## src/rtl/multiplier_shift_add_64b.sv

```systemverilog
// Iterative radix-2 shift-add 64x64->128 unsigned multiplier with valid/ready handshakes.
// Optional MUL_ZERO_BYPASS_EN: zero operands skip the iteration loop and complete immediately.

module carry_lookahead_adder_64b (
    input  logic [63:0] operand1_i,
    input  logic [63:0] operand2_i,
    input  logic        carry_i,
    output logic [63:0] sum_o,
    output logic        carry_o
);

    logic [63:0] gen;
    logic [63:0] prop;
    logic [63:0] carry;
    logic [16:0] group_carry;
    logic [15:0] group_gen;
    logic [15:0] group_prop;

    assign gen  = operand1_i & operand2_i;
    assign prop = operand1_i ^ operand2_i;

    // 4-bit lookahead groups; group carries resolved from group generate/propagate terms.
    always_comb begin
        for (int unsigned i = 0; i < 16; i++) begin
            group_gen[i]  = gen[4*i+3]
                          | (prop[4*i+3] & gen[4*i+2])
                          | (prop[4*i+3] & prop[4*i+2] & gen[4*i+1])
                          | (prop[4*i+3] & prop[4*i+2] & prop[4*i+1] & gen[4*i]);
            group_prop[i] = &prop[4*i +: 4];
        end
    end

    always_comb begin
        group_carry[0] = carry_i;
        for (int unsigned i = 0; i < 16; i++) begin
            group_carry[i+1] = group_gen[i] | (group_prop[i] & group_carry[i]);
        end
    end

    always_comb begin
        for (int unsigned i = 0; i < 16; i++) begin
            carry[4*i]   = group_carry[i];
            carry[4*i+1] = gen[4*i]   | (prop[4*i]   & group_carry[i]);
            carry[4*i+2] = gen[4*i+1] | (prop[4*i+1] & gen[4*i])
                         | (prop[4*i+1] & prop[4*i] & group_carry[i]);
            carry[4*i+3] = gen[4*i+2] | (prop[4*i+2] & gen[4*i+1])
                         | (prop[4*i+2] & prop[4*i+1] & gen[4*i])
                         | (prop[4*i+2] & prop[4*i+1] & prop[4*i] & group_carry[i]);
        end
    end

    assign sum_o   = prop ^ carry;
    assign carry_o = group_carry[16];

endmodule

module multiplier_shift_add_64b #(
    parameter int unsigned WIDTH = 64
) (
    input  logic                 clk_i,
    input  logic                 rst_i,
    input  logic                 valid_i,
    output logic                 ready_o,
    input  logic [WIDTH-1:0]     multiplicand_i,
    input  logic [WIDTH-1:0]     multiplier_i,
    output logic                 valid_o,
    input  logic                 ready_i,
    output logic [2*WIDTH-1:0]   product_o
);

    localparam logic [1:0] IDLE = 2'd0;
    localparam logic [1:0] BUSY = 2'd1;
    localparam logic [1:0] DONE = 2'd2;

    logic [1:0]           state_q;
    logic [WIDTH-1:0]     mcand_q;
    logic [WIDTH-1:0]     acc_hi_q;
    logic [WIDTH-1:0]     acc_lo_q;
    logic [5:0]           cnt_q;
    logic [2*WIDTH-1:0]   product_q;

    logic [WIDTH-1:0]     add_sum;
    logic                 add_carry;
    logic [WIDTH:0]       partial;
    logic [2*WIDTH-1:0]   shifted;
    logic                 accept;

    carry_lookahead_adder_64b u_adder (
        .operand1_i (acc_hi_q),
        .operand2_i (mcand_q),
        .carry_i    (1'b0),
        .sum_o      (add_sum),
        .carry_o    (add_carry)
    );

    assign ready_o   = (state_q == IDLE);
    assign valid_o   = (state_q == DONE);
    assign product_o = product_q;
    assign accept    = valid_i && ready_o;

    // 129-bit {carry, sum, acc_lo} shifted right by one; the dropped bit is acc_lo[0].
    assign partial = acc_lo_q[0] ? {add_carry, add_sum} : {1'b0, acc_hi_q};
    assign shifted = {partial, acc_lo_q[WIDTH-1:1]};

    always_ff @(posedge clk_i or posedge rst_i) begin
        if (rst_i) begin
            state_q   <= IDLE;
            mcand_q   <= '0;
            acc_hi_q  <= '0;
            acc_lo_q  <= '0;
            cnt_q     <= '0;
            product_q <= '0;
        end else begin
            case (state_q)
                IDLE: begin
                    if (accept) begin
                        mcand_q  <= multiplicand_i;
                        acc_hi_q <= '0;
                        acc_lo_q <= multiplier_i;
                        cnt_q    <= '0;
`ifdef MUL_ZERO_BYPASS_EN
                        if ((multiplicand_i == '0) || (multiplier_i == '0)) begin
                            product_q <= '0;
                            state_q   <= DONE;
                        end else begin
                            state_q   <= BUSY;
                        end
`else
                        state_q  <= BUSY;
`endif
                    end
                end
                BUSY: begin
                    acc_hi_q <= shifted[2*WIDTH-1:WIDTH];
                    acc_lo_q <= shifted[WIDTH-1:0];
                    cnt_q    <= cnt_q + 6'd1;
                    if (cnt_q == 6'd63) begin
                        product_q <= shifted;
                        state_q   <= DONE;
                    end
                end
                DONE: begin
                    if (ready_i) begin
                        state_q <= IDLE;
                    end
                end
                default: begin
                    state_q <= IDLE;
                end
            endcase
        end
    end

endmodule

```

## config.mk

```make
export PLATFORM = sky130hd
export DESIGN_NAME = multiplier_shift_add_64b
export DESIGN_NICKNAME = d
export VERILOG_FILES = /design/src/rtl/multiplier_shift_add_64b.sv
export SDC_FILE = /design/constraint.sdc
export NUM_CORES = 1
export LEC_CHECK = 0
export CAP_MARGIN = 20
export CORE_MARGIN = 3
export CORE_UTILIZATION = 60
export CTS_BUF_LIST = sky130_fd_sc_hd__clkbuf_8
export CTS_CLUSTER_SIZE = 25
export DETAILED_ROUTE_END_ITERATION = 16
export PLACE_DENSITY = 0.95
export SLEW_MARGIN = 25
export SYNTH_ARGS = -nofsm -noshare
export SYNTH_HDL_FRONTEND = slang
export SYNTH_SLANG_ARGS = --single-unit
```

## constraint.sdc

```tcl
create_clock -name clk_i -period 30.2 [get_ports clk_i]
set_clock_uncertainty 0.1 [all_clocks]
set_input_delay 7.55 -clock clk_i [delete_from_list [all_inputs] [get_ports clk_i]]
set_output_delay 7.55 -clock clk_i [all_outputs]
set_load 0.01 [all_outputs]
```

# Yosys cells after proc, flatten, opt, wreduce, memory -nomap -nowiden
# Index checks and enable logic that the tools add are counted.
totals:
  in_bits: 132
  out_inout_bits: 130
  ff_bits: 328
op_classes:
  muxes: 11
  n_addsub: 1
  reduce_logical: 22
  n_eq_ne: 6
  n_bitwise: 393
ops:
  columns: ["operator", "n"]
  rows:
  - ["64-bit one-hot mux with 2 select lines", 2]
  - ["1-bit AND", 234]
  - ["1-bit OR", 156]
  - ["64-bit 2-to-1 mux", 2]
  - ["64-bit bitwise XOR", 2]
  - ["65-bit 2-to-1 mux", 1]
  - ["64-bit AND", 1]
  - ["4-bit AND reduction", 15]
  - ["6-bit one-hot mux with 2 select lines", 1]
  - ["6-bit by 1-bit adder with 6-bit output (second input constant)", 1]
  - ["6-bit equality test (second input constant)", 1]
  - ["2-bit 2-to-1 mux", 3]
  - ["6-bit 2-to-1 mux", 1]
  - ["2-bit one-hot mux with 3 select lines", 1]
  - ["2-bit AND reduction", 3]
  - ["2-bit by 1-bit != test with 1-bit output (second input constant)", 2]
  - ["3-bit AND reduction", 1]
  - ["2-bit by 1-bit equality test with 1-bit output (second input constant)", 1]
  - ["2-bit equality test (second input constant)", 1]
  - ["2-bit zero test", 1]
  - ["2-bit != test (second input constant)", 1]
  - ["2-bit nonzero test", 1]
  - ["1-bit logical AND", 1]

# Depth between registers and ports, before layout
depth:
  word_depth: 38
  ltp_mapped: 15
  mapped_depth_nobuf: 15

# Modules after synthesis
# Synthesis repeated with hierarchy kept, for this count alone.
hier_totals:
  cells_unflattened: 1494
  hier_area_um2: 16724.8
modules_own_cells:
  columns: ["mod", "cells_per_inst", "instances", "area_each_um2"]
  rows:
  - ["multiplier_shift_add_64b", 1160, 1, 14031.0]
  - ["carry_lookahead_adder_64b", 334, 1, 2693.8]

# Worst setup path after synthesis
# No wires, ideal clock.
synth_path:
  kind: "input port to flip-flop"
  from: "input valid_i"
  to: "register cnt_q[5]"
  path_slack_ps: 21515
  t_required_ps: 29990
  arrival_time_ps: 8475
  path_stages: 5
  setup_time_ps: 110
  n_path_buf: 2
  path_cell_list: "nand2_1 > clkbuf_1 > clkbuf_1 > o311ai_0 > o41ai_1"
synth_via:
  elab_chain_len: 3
synth_lines:
  columns: ["element", "line", "rtl"]
  rows:
  - ["start: declaration", "62", "input logic valid_i,"]
  - ["1-bit logical AND", "99", "assign accept = valid_i && ready_o;"]
  - ["2-bit by 1-bit != test with 1-bit output (no line)", null, null]
  - ["2-bit AND reduction (no line)", null, null]
  - ["end signal: assignment", "136", "cnt_q <= cnt_q + 6'd1;"]
  - ["end: declaration", "79", "logic [5:0] cnt_q;"]
# Every way passes these cells.
# A chain may end at the register's enable or synchronous reset.

# Worst setup path after layout
# Ends and elaborated chain as after synthesis.

==> flow_metrics.py <==
metrics = {
    "logic_synthesis": {
        "synth_edf_count": 0,
        "syn_avg_cell_area_um2": 8.993,
        "netlist_area_um2": 15910,
        "syn_inst": 1769,
        "synth_top_flop_cell": "dfrtp_1",
        "ys_ff_latch": 328,
        "synth_nets": 1982,
        "synth_cell_type_count": 64,
        "yosysWarnings": 0,
        "synthArstFlopShare_pct": 100.0,
        "ys_seq_area_share_pct": 51.60,
    },
    "worst_setup_path": {
        "cp_top_family": "buffers and inverters",
        "cpMostUsedCell": "buf_4",
        "crit_required_ps": 30560,
        "cp_slowest_cell": "buf_4",
        "critical_path_buf_inv_count": 3,
        "crit_path_end_kind": "flop",
        "slowest_delay_ps": 790,
        "arrival_ps": 10310,
        "cp-start-kind": "input pin",
        "crit_type": "in2reg",
        "path_cells": "clkdlybuf4s50_1 > nand2_4 > buf_4 > buf_4 > o311ai_0 > o41ai_1",
        "path_max_fanout": 77,
    },
    "pwr": {
        "power.total_w": 0.002205,
        "clkPwrFrac_pct": 16.5,
        "peakVddDrop_mv": 0.06015,
        "comb_power_share_pct": 50.0,
        "swShare_pct": 43.90,
        "internal_power_w": 0.001237,
        "leakagePower_nw": 9.184,
        "power_density_nw_per_um2": 111.9,
        "switchingPower_w": 0.0009680,
        "sequentialPowerShare_pct": 33.5,
    },
    "global_routing": {
        "grt_max_degree": 182,
        "grt-ovfl-total": 0,
        "grt_pass1_wl_um": 73800,
        "antenna_found_initial": 3,
        "grt_use_total_pct": 31.65,
        "grt_pass1_vias": 14826,
    },
    "timing": {
        "rsz0062_at_grt": "no",
        "finalHoldViolCount": 0,
        "fmax_ghz": 0.1006,
        "tightest_slew_ps": 1022,
        "layout_setup_ws_ps": 20260,
        "drv_slew": 0,
        "slew-limit-headroom_pct": 31.75,
        "min_period_ps": 9942,
        "period_share_pct": 32.92,
        "fin_tns_setup_ps": 0,
        "setup_violations": 0,
    },
    "placement": {
        "globalplace.congestion": 0.8923,
        "io_buffers": 261,
        "pre_cts_ws_ps": 19750,
        "dp_hpwl_um": 28840,
        "dpl_cell_area_um2": 18690,
    },
    "floorplanning": {
        "die_y_um": 168.8,
        "rows": 58,
        "core_um2": 25620,
        "chipWidth_um": 168.8,
        "start_util_pct": 62.10,
        "die_area_um2": 28500,
        "num_io_pins": 262,
    },
    "clock_network": {
        "clk_pin_slew_ps": 60,
        "root_buffer": "clkbuf_8",
        "cts_resized": 0,
        "hold_buffers": 0,
        "clock_sinks": 328,
        "cts_buffers": 52,
        "postCtsSetupBuffers": 0,
        "clk_path_buf_depth": 3,
        "worstSkewPairLatency_ps": 570,
        "cts_tree": "yes",
        "htreeDepth": 2,
    },
    "min_path": {
        "hold_class": "reg2reg",
    },
    "routing": {
        "post-route-drc-count": 0,
        "drtIter0Drc": 1700,
        "vias": 14347,
        "viasPerCell": 6.074,
        "routedWlPerCell_um": 19.17,
        "drt-total-wl_um": 45270,
        "antenna_left": 0,
        "dr.pass1.iters": 8,
    },
    "finish": {
        "antenna_cells": 0,
        "final_common_cell": "nand2_1",
        "final_nets": 2209,
        "drive_above_1_share_pct": 5.561,
        "stdcell_area_um2": 19710,
        "n_fill_cell": 1569,
        "final_cell_mix": "nand2_1 (462), dfrtp_1 (327), clkdlybuf4s50_1 (261), nor2_1 (175), o21ai_0 (163)",
        "syn_to_final_growth_pct": 23.90,
    },
    "job": {
        "maxCapViolations": 0,
    },
    "outcome": {
        "status": "complete, no violations",
    },
}
[flip-flops by register name, indices dropped and copies added, names as in the netlist]
signal,flops
product_o,128
acc_hi_q,64
acc_lo_q,64
mcand_q,64
cnt_q,6
state_q,2
[logic make-up after synthesis]
kind of cell               after synthesis  synth area share, %
xor gates and xnor gates                34                1.872
muxes                                   23                1.479
buffers and inverters                  141                3.327
and+or+nand+nor                        786                20.36
AOI/OAI and AO/OA                      376                14.24
adders and majority gates               81                7.126
DFF                                    328                51.60
[power by group through the flow]
stage | Combinational [W] | Clock, W | Sequential, W
3_5_place_dp | 0.00107 | 0 | 0.000733
4_1_cts | 0.00109 | 0.000368 | 0.000733
6_report | 0.00110 | 0.000364 | 0.000738
5_1_grt | 0.00124 | 0.000389 | 0.000754
3_3_place_gp | 0.000995 | 0 | 0.000726
2_1_floorplan | 0.000791 | 0 | 0.000706
[metrics by stage]
stage,hold slack (ps),utilization [%],instances
floorplan,352.3,-,1769
global placement,358.8,72.92,2271
detailed placement,362.0,72.94,2271
CTS,383.6,76.79,2361
global route,395.8,76.94,2362
finish,377.8,76.94,2362
[layer usage]
metal  track usage, %  wire, µm  vias up
met4            11.53      1518        6
met3            10.28      5031      145
met5                0        60        -
li1                 -         -     6431
met1            39.84     17230     6969
met2            51.68     21430      796
[cell usage after synthesis (all sizes together), types with 16 or more instances]
library cell	number	area, µm²
o22ai	64	400.4
dfrtp	328	8208
mux2i	19	190.2
nor2	176	660.6
xor2	23	201.4
ha	65	813.3
buf	16	60.06
o21ai	177	885.8
nand2	464	1742
a21oi	59	317.8
nand3	75	375.4
inv	43	161.4
fa	16	320.3
clkbuf	82	307.8
[worst reg2reg max path, cell delays in order, from the launching register on]
cell and delay, ps:
dfrtp_1 410, ha_1 340, a21oi_1 160, o21ai_0 150, o21ai_0 500, a21oi_1 270
o211a_1 380, o211ai_2 250, nand2_1 100, a221oi_1 320, fa_1 470, nand2_1 80
o21ai_0 190, o21ai_0 230
[final cells by class]
type	instances	area (µm²)	area share, %
clock buffers	63	867.1	4.399
flip-flops and latches	328	8209	41.65
clock inverters	27	117.6	0.5967
multi-input cells	1300	7202	36.54
inverters	43	173.9	0.8824
well taps	330	412.9	2.095
repair buffers	271	2728	13.84
[path summary, 6_finish.rpt]
check	start	endpoint	slack (ps)	cells after the start
worst max-delay path	valid_i	cnt_q[5]	20260	6
max in group asynchronous	rst_i	acc_hi_q[54]	21190	4
worst max register to register	acc_hi_q[3]	product_o[111]	26160	13
worst min register to register	product_o[113]	product_o[113]	380	2
worst min-delay path	product_o[113]	product_o[113]	380	2
min in group asynchronous	rst_i	acc_lo_q[8]	7350	2
Note: power is estimated with default switching activity, not from simulation.
